## config.mk

```make
export PLATFORM = sky130hd
export DESIGN_NAME = tone_sequencer
export DESIGN_NICKNAME = d
export VERILOG_FILES = /design/src/rtl/tone_seq_pkg.sv /design/src/rtl/tone_sequencer_voice.sv /design/src/rtl/tone_sequencer.sv
export SDC_FILE = /design/constraint.sdc
export NUM_CORES = 1
export LEC_CHECK = 0
export ABC_AREA = 1
export CORE_ASPECT_RATIO = 1.25
export CORE_UTILIZATION = 35
export CTS_CLUSTER_DIAMETER = 50
export DETAILED_ROUTE_END_ITERATION = 6
export PLACE_DENSITY = 0.55
export SYNTH_ARGS = -nofsm -noshare
export SYNTH_HDL_FRONTEND = slang
export SYNTH_SLANG_ARGS = --single-unit
export TNS_END_PERCENT = 20
```

## constraint.sdc

```tcl
create_clock -name CLOCK_50 -period 6.2 [get_ports CLOCK_50]
set_clock_uncertainty 0.15 [all_clocks]
set_input_delay 0.62 -clock CLOCK_50 [delete_from_list [all_inputs] [get_ports CLOCK_50]]
set_output_delay 0.62 -clock CLOCK_50 [all_outputs]
set_load 0.005 [all_outputs]
```

## src/rtl/tone_seq_pkg.sv

```systemverilog
// Shared types and constants for the tone sequencer: FSM state encoding,
// sample width, saturation limits and the mixer width helper.
package tone_seq_pkg;

   typedef enum logic [1:0] {IDLE, FETCH, LOAD, PLAY} state_t;

   localparam int SAMPLE_W = 32;
   localparam logic signed [SAMPLE_W-1:0] SAT_MAX = 32'sh7FFF_FFFF;
   localparam logic signed [SAMPLE_W-1:0] SAT_MIN = 32'sh8000_0000;

   // Headroom for summing audio_in with n full-scale voices.
   function automatic int mix_width(input int n);
      return SAMPLE_W + $clog2(n + 1);
   endfunction

endpackage

```

## src/rtl/tone_sequencer_voice.sv

```systemverilog
// square_voice: one square-wave voice with its own half-period register,
// cycle counter and phase. half==0 is a rest (silent, counter parked at 0).
module square_voice #(
   parameter int HALF_W = 19
) (
   input  logic              clk,
   input  logic              reset,
   input  logic [HALF_W-1:0] half,
   input  logic              load,
   input  logic              clear,
   input  logic              enable,
   output logic              phase,
   output logic              active
);

   logic [HALF_W-1:0] half_q;
   logic [HALF_W-1:0] cnt;

   assign active = (half_q != '0);

   always_ff @(posedge clk) begin
      if (reset || clear) begin
         half_q <= '0;
         cnt    <= '0;
         phase  <= 1'b1;
      end else if (load && (half != half_q)) begin
         // A new note restarts the waveform; a repeated note stays phase-continuous.
         half_q <= half;
         cnt    <= '0;
         phase  <= 1'b1;
      end else if (half_q == '0) begin
         cnt    <= '0;
         phase  <= 1'b1;
      end else if (enable) begin
         if (cnt == half_q) begin
            cnt   <= '0;
            phase <= ~phase;
         end else begin
            cnt   <= cnt + 1'b1;
         end
      end
   end

endmodule

```

## src/rtl/tone_sequencer.sv

```systemverilog
// Multi-voice square-wave note sequencer with saturating mix onto audio_in.
// Optional articulation gap at the end of every line: define TONE_SEQ_GAP_EN.
module tone_sequencer
   import tone_seq_pkg::*;
#(
   parameter int NUM_VOICES = 2,
   parameter int ADDR_W     = 10,
   parameter int HALF_W     = 19,
   parameter int TEMPO_W    = 27,
   parameter int VOICE_AMP  = 500000000,
   parameter int GAP_CYCLES = 500000
) (
   input  logic                         CLOCK_50,
   input  logic                         reset,
   input  logic                         start,
   input  logic                         stop,
   input  logic                         loop_en,
   input  logic [ADDR_W-1:0]            last_line,
   input  logic [ADDR_W-1:0]            tempo_switch_line,
   input  logic [TEMPO_W-1:0]           beat_len_a,
   input  logic [TEMPO_W-1:0]           beat_len_b,
   input  logic [NUM_VOICES-1:0]        voice_mask,
   output logic [ADDR_W-1:0]            rom_addr,
   input  logic [NUM_VOICES*HALF_W-1:0] rom_q,
   input  logic signed [SAMPLE_W-1:0]   audio_in,
   output logic signed [SAMPLE_W-1:0]   sample_out,
   output logic                         playing,
   output logic                         line_strobe
);

   localparam int MIX_W = mix_width(NUM_VOICES);
   localparam logic signed [MIX_W-1:0] AMP   = MIX_W'(VOICE_AMP);
   localparam logic signed [MIX_W-1:0] MAX_X = MIX_W'(SAT_MAX);
   localparam logic signed [MIX_W-1:0] MIN_X = MIX_W'(SAT_MIN);

   state_t               state, state_n;
   logic [ADDR_W-1:0]    rom_addr_n;
   logic [TEMPO_W-1:0]   beat_cnt, beat_cnt_n, beat_len, beat_len_n;
   logic [TEMPO_W-1:0]   beat_next;
   logic                 load, clear, line_end, gap;

   // beat_next is the beat index of the current PLAY cycle (1..beat_len).
   assign beat_next   = beat_cnt + 1'b1;
   assign line_end    = (state == PLAY) && (beat_next >= beat_len);
   assign playing     = (state != IDLE);
   assign line_strobe = (state == LOAD);

   always_comb begin
      state_n    = state;
      rom_addr_n = rom_addr;
      beat_cnt_n = beat_cnt;
      beat_len_n = beat_len;
      load       = 1'b0;
      clear      = 1'b0;
      unique case (state)
         IDLE: begin
            if (start) begin
               state_n    = FETCH;
               rom_addr_n = '0;
            end
         end
         FETCH: state_n = LOAD;
         LOAD: begin
            load       = 1'b1;
            beat_cnt_n = '0;
            beat_len_n = (rom_addr <= tempo_switch_line) ? beat_len_a : beat_len_b;
            state_n    = PLAY;
         end
         PLAY: begin
            beat_cnt_n = beat_next;
            if (line_end) begin
               if (rom_addr != last_line) begin
                  rom_addr_n = rom_addr + 1'b1;
                  state_n    = FETCH;
               end else if (loop_en) begin
                  rom_addr_n = '0;
                  state_n    = FETCH;
               end else begin
                  rom_addr_n = '0;
                  state_n    = IDLE;
                  clear      = 1'b1;
               end
            end
         end
         default: state_n = IDLE;
      endcase
      if (start && (state != IDLE)) begin
         state_n    = FETCH;
         rom_addr_n = '0;
      end
      // stop dominates start and every other transition
      if (stop) begin
         state_n    = IDLE;
         rom_addr_n = '0;
         clear      = 1'b1;
         load       = 1'b0;
      end
   end

   always_ff @(posedge CLOCK_50) begin
      if (reset) begin
         state    <= IDLE;
         rom_addr <= '0;
         beat_cnt <= '0;
         beat_len <= '0;
      end else begin
         state    <= state_n;
         rom_addr <= rom_addr_n;
         beat_cnt <= beat_cnt_n;
         beat_len <= beat_len_n;
      end
   end

   logic [NUM_VOICES-1:0] phase, active;

   for (genvar v = 0; v < NUM_VOICES; v++) begin : g_voice
      square_voice #(.HALF_W(HALF_W)) u_voice (
         .clk    (CLOCK_50),
         .reset  (reset),
         .half   (rom_q[v*HALF_W +: HALF_W]),
         .load   (load),
         .clear  (clear),
         .enable (playing),
         .phase  (phase[v]),
         .active (active[v])
      );
   end

`ifdef TONE_SEQ_GAP_EN
   // Silent while beat index > beat_len - GAP_CYCLES, done without underflow.
   assign gap = (state == PLAY) &&
                (({1'b0, beat_next} + (TEMPO_W+1)'(GAP_CYCLES)) > {1'b0, beat_len});
`else
   assign gap = 1'b0;
`endif

   logic signed [MIX_W-1:0]    sum;
   logic signed [SAMPLE_W-1:0] sat;

   always_comb begin
      sum = MIX_W'(audio_in);
      for (int v = 0; v < NUM_VOICES; v++) begin
         if (active[v] && voice_mask[v] && !gap) begin
            sum = sum + (phase[v] ? AMP : -AMP);
         end
      end
      if (sum > MAX_X) begin
         sat = SAT_MAX;
      end else if (sum < MIN_X) begin
         sat = SAT_MIN;
      end else begin
         sat = sum[SAMPLE_W-1:0];
      end
   end

   always_ff @(posedge CLOCK_50) begin
      if (reset) begin
         sample_out <= '0;
      end else begin
         sample_out <= sat;
      end
   end

endmodule

```

==> key figures <==
STA
  • TNS Setup: 0 ps
  • Final Hold Viols: 0
  • Hold WS: 315 ps
  • Max_slew headroom: 0.214
  • Max Slew Vio Count: 0
  • Min Clock Period, post-route: between 5000 and 6000 ps
  • Slew @ Worst Pin: 1170 ps
  • RSZ-0062 raised after global routing: false
  • F_max: just under 200 MHz
  • Tcrit/Tclk final: 0.840
  • Final setup fails: 0

Yosys
  • Ys flop type: dfxtp_1
  • Netlist Area Pre-Place: roughly 13,000 um^2
  • Post-synthesis cell count: around 2,000
  • Async SR Flop Fraction: 0
  • Syn. warnings: 0
  • Post-synth EDFFs: 0
  • Seq cells post-synth: 176
  • Mapped Avg Cell Area: 6.59 um^2
  • Syn Nets: 2,263
  • Synth cell types: between 40 and 50
  • Sequential fraction of the synthesis area: 0.265

Critical path
  • Most used cell, CP: nand2_1
  • Worst path max stage delay: 480 ps
  • Crit. End Element: flop
  • Crit path launch type: flop
  • Crit-path slowest cell: ha_1
  • Data required time of the worst path: 6420 ps
  • Worst Path Max Fanout: 31
  • Arrival time worst endpoint: 5430 ps
  • WS Path Type: flop to flop

Finish
  • Most frequent cells in the layout: nand2_1 (476), inv_1 (210), clkdlybuf4s50_1 (193)
  • P&R area growth vs syn: 22.5%
  • Post-Layout Cell Count: 2,680
  • Final nets: approximately 2,400
  • Commonest non-fill, non-tap cell in the layout: nand2_1
  • Layout cells sized above 1: 0.0638
  • Fillers: roughly 4,000

Placed design
  • Port-buffer cells: 194
  • GPL Wtd Cong: roughly 0.9
  • Placed cell count: 2,650
  • Final HPWL DP: between 30,000 and 40,000 um

GRT
  • Largest net degree at the start of global routing: 55
  • Gr ovfl total: 0
  • Antenna violations before repair: 1
  • Gr usage total: 0.199
  • Number of global-route vias before repair: 12,500
  • First-pass GRT wire length: 61,800 um

Clock tree
  • Clk sinks: 176
  • CTS Buffer Depth: 2
  • Clk pin slew, worst setup/hold paths: approximately 70 ps
  • CTS tree: yes
  • CTS Buf Count: 17
  • CTS Root Cell: clkbuf_16
  • # hold bufs at CTS: 0
  • CTS resizes: 0
  • Worst-skew pair later-pin latency: 440 ps
  • Post-CTS Setup Bufs: 0
  • CTS H-tree lvls: 4

Detailed routing
  • Vias: between 10,000 and 15,000
  • Final wirelength: 38,800 um
  • ANT nets after route: 0
  • Starting DRC count in detailed routing: between 600 and 700
  • DRC viols: 0
  • Number of iterations in the first detailed-routing pass: 7
  • DR WL/cell: 14.5 um
  • Vias per inst: ~4.9

Die
  • Die width: 176 um
  • Core Area: 37,400 um^2
  • Die area: 38,800 um^2
  • Height of the die: 220 um
  • IO Count: 195
  • Starting Density: 0.356
  • Row cnt: 79

Power and ir drop
  • Static Leakage: between 6 and 7 nW
  • Power density over cell area: 190 nW/um^2
  • Max VDD drop: 0.000203 V

Status
  • Outcome: finished, final reports clean

Run
  • MaxCap Viol Count: 0

Hold path
  • Tightest Hold Check Type: flop to flop
-- flip-flops by register name, indices dropped and copies added, names as in the netlist --
name                    cells
g_voice.u_voice.cnt        38
g_voice.u_voice.half_q     38
sample_out                 32
beat_cnt                   27
beat_len                   27
rom_addr                   10
g_voice.u_voice.phase       2
state                       2
-- routing by layer --
metal | wire length (um) | up-vias | track usage
li1 | - | 6941 | -
met1 | 17400 | 5982 | 0.240
met2 | 19100 | 230 | 0.359
met3 | 1360 | 49 | 0.0264
met4 | 909 | 0 | 0.0718
met5 | 0 | - | 0
-- logic make-up after synthesis --
| family | after synthesis | synth area share |
|---|---|---|
| AO/OA/AOI/OAI | 349 | 0.148 |
| buffers and inverters | 290 | 0.0855 |
| XOR/XNOR | 134 | 0.0882 |
| flip-flops | 176 | 0.265 |
| multiplexers | 1 | 0.000752 |
| AND/OR/NAND/NOR | 976 | 0.324 |
| adder cells (fa/ha/maj) | 93 | 0.0886 |
-- cell type report --
| cell class | instances | area (um^2) | share of cell area |
|---|---|---|---|
| Multi-Input combinational cell | 1553 | 8650 | 0.531 |
| Sequential cell | 176 | 3520 | 0.216 |
| Timing Repair Buffer | 206 | 2030 | 0.125 |
| Inverter | 229 | 860 | 0.0527 |
| Tap cell | 486 | 608 | 0.0373 |
| Clock buffer | 19 | 443 | 0.0272 |
| Clock inverter | 10 | 185 | 0.0114 |
| Antenna cell | 1 | 2.50 | 0.000154 |
-- path summary, 6_finish.rpt --
check	start	slack, ps	cells past startpoint	end
max reg2reg	g_voice[0].u_voice.phase$_SDFFE_PP1P_	990	29	sample_out[25]$_SDFF_PP0_
min reg2reg	beat_len[26]$_SDFFE_PP0P_	310	2	beat_len[26]$_SDFFE_PP0P_
max	g_voice[0].u_voice.phase$_SDFFE_PP1P_	990	29	sample_out[25]$_SDFF_PP0_
min	beat_len[26]$_SDFFE_PP0P_	310	2	beat_len[26]$_SDFFE_PP0P_
-- cells in the mapped netlist (4+ instances only) --
| library cell | count | area [um^2] |
|---|---|---|
| inv_1 | 210 | 788 |
| nor3_1 | 68 | 340 |
| a21oi_2 | 30 | 263 |
| o21ai_1 | 11 | 55.1 |
| xor2_1 | 78 | 683 |
| nand4_1 | 35 | 219 |
| nor4_1 | 20 | 125 |
| nand3b_1 | 8 | 60.1 |
| clkbuf_1 | 46 | 173 |
| ha_1 | 91 | 1140 |
| o21ai_0 | 78 | 390 |
| nand2_4 | 4 | 45.0 |
| o21bai_1 | 10 | 75.1 |
| nand2_2 | 8 | 50.1 |
| nor3b_1 | 4 | 30.0 |
| nand3_2 | 4 | 40.0 |
| a211oi_1 | 4 | 30.0 |
| nor2_2 | 7 | 43.8 |
| or2_1 | 6 | 37.5 |
| o211ai_1 | 4 | 30.0 |
| or2_0 | 5 | 31.3 |
| buf_1 | 6 | 22.5 |
| xnor2_1 | 56 | 490 |
| nand3_1 | 111 | 556 |
| and2_1 | 5 | 31.3 |
| a21o_1 | 6 | 45.0 |
| nor2_1 | 187 | 702 |
| dfxtp_1 | 176 | 3520 |
| nand2_1 | 476 | 1790 |
| or2_2 | 21 | 131 |
| a31oi_1 | 14 | 87.6 |
| inv_2 | 17 | 63.8 |
| a21oi_1 | 178 | 891 |
-- through the flow --
step | setup WS, ps | utilization | area, um^2 | power (W)
after floorplan | 1870 | - | 13300 | 0.00166
after global placement | 863 | 0.419 | 15700 | 0.00195
after detailed placement | 674 | 0.419 | 15700 | 0.00195
after CTS | 923 | 0.436 | 16300 | 0.00314
after global routing | 426 | 0.436 | 16300 | 0.00326
final | 993 | 0.436 | 16300 | 0.00310
-- worst max-delay path: cells and delay by family (launching register included) --
kind,cells,cell delay [ps]
AOI/OAI and AO/OA,6,1020
DFF,1,310
buffers and inverters,3,610
and+or+nand+nor,18,2190
adders and majority gates,2,860
-- report_power, final --
part / leakage [nW] / switching (W) / internal [W]
combinational: 4.99 / 0.000423 / 0.000314
clock: 0.306 / 0.000457 / 0.000720
sequential: 1.43 / 0.0000203 / 0.00117
Power figures use the tool's default switching activity.
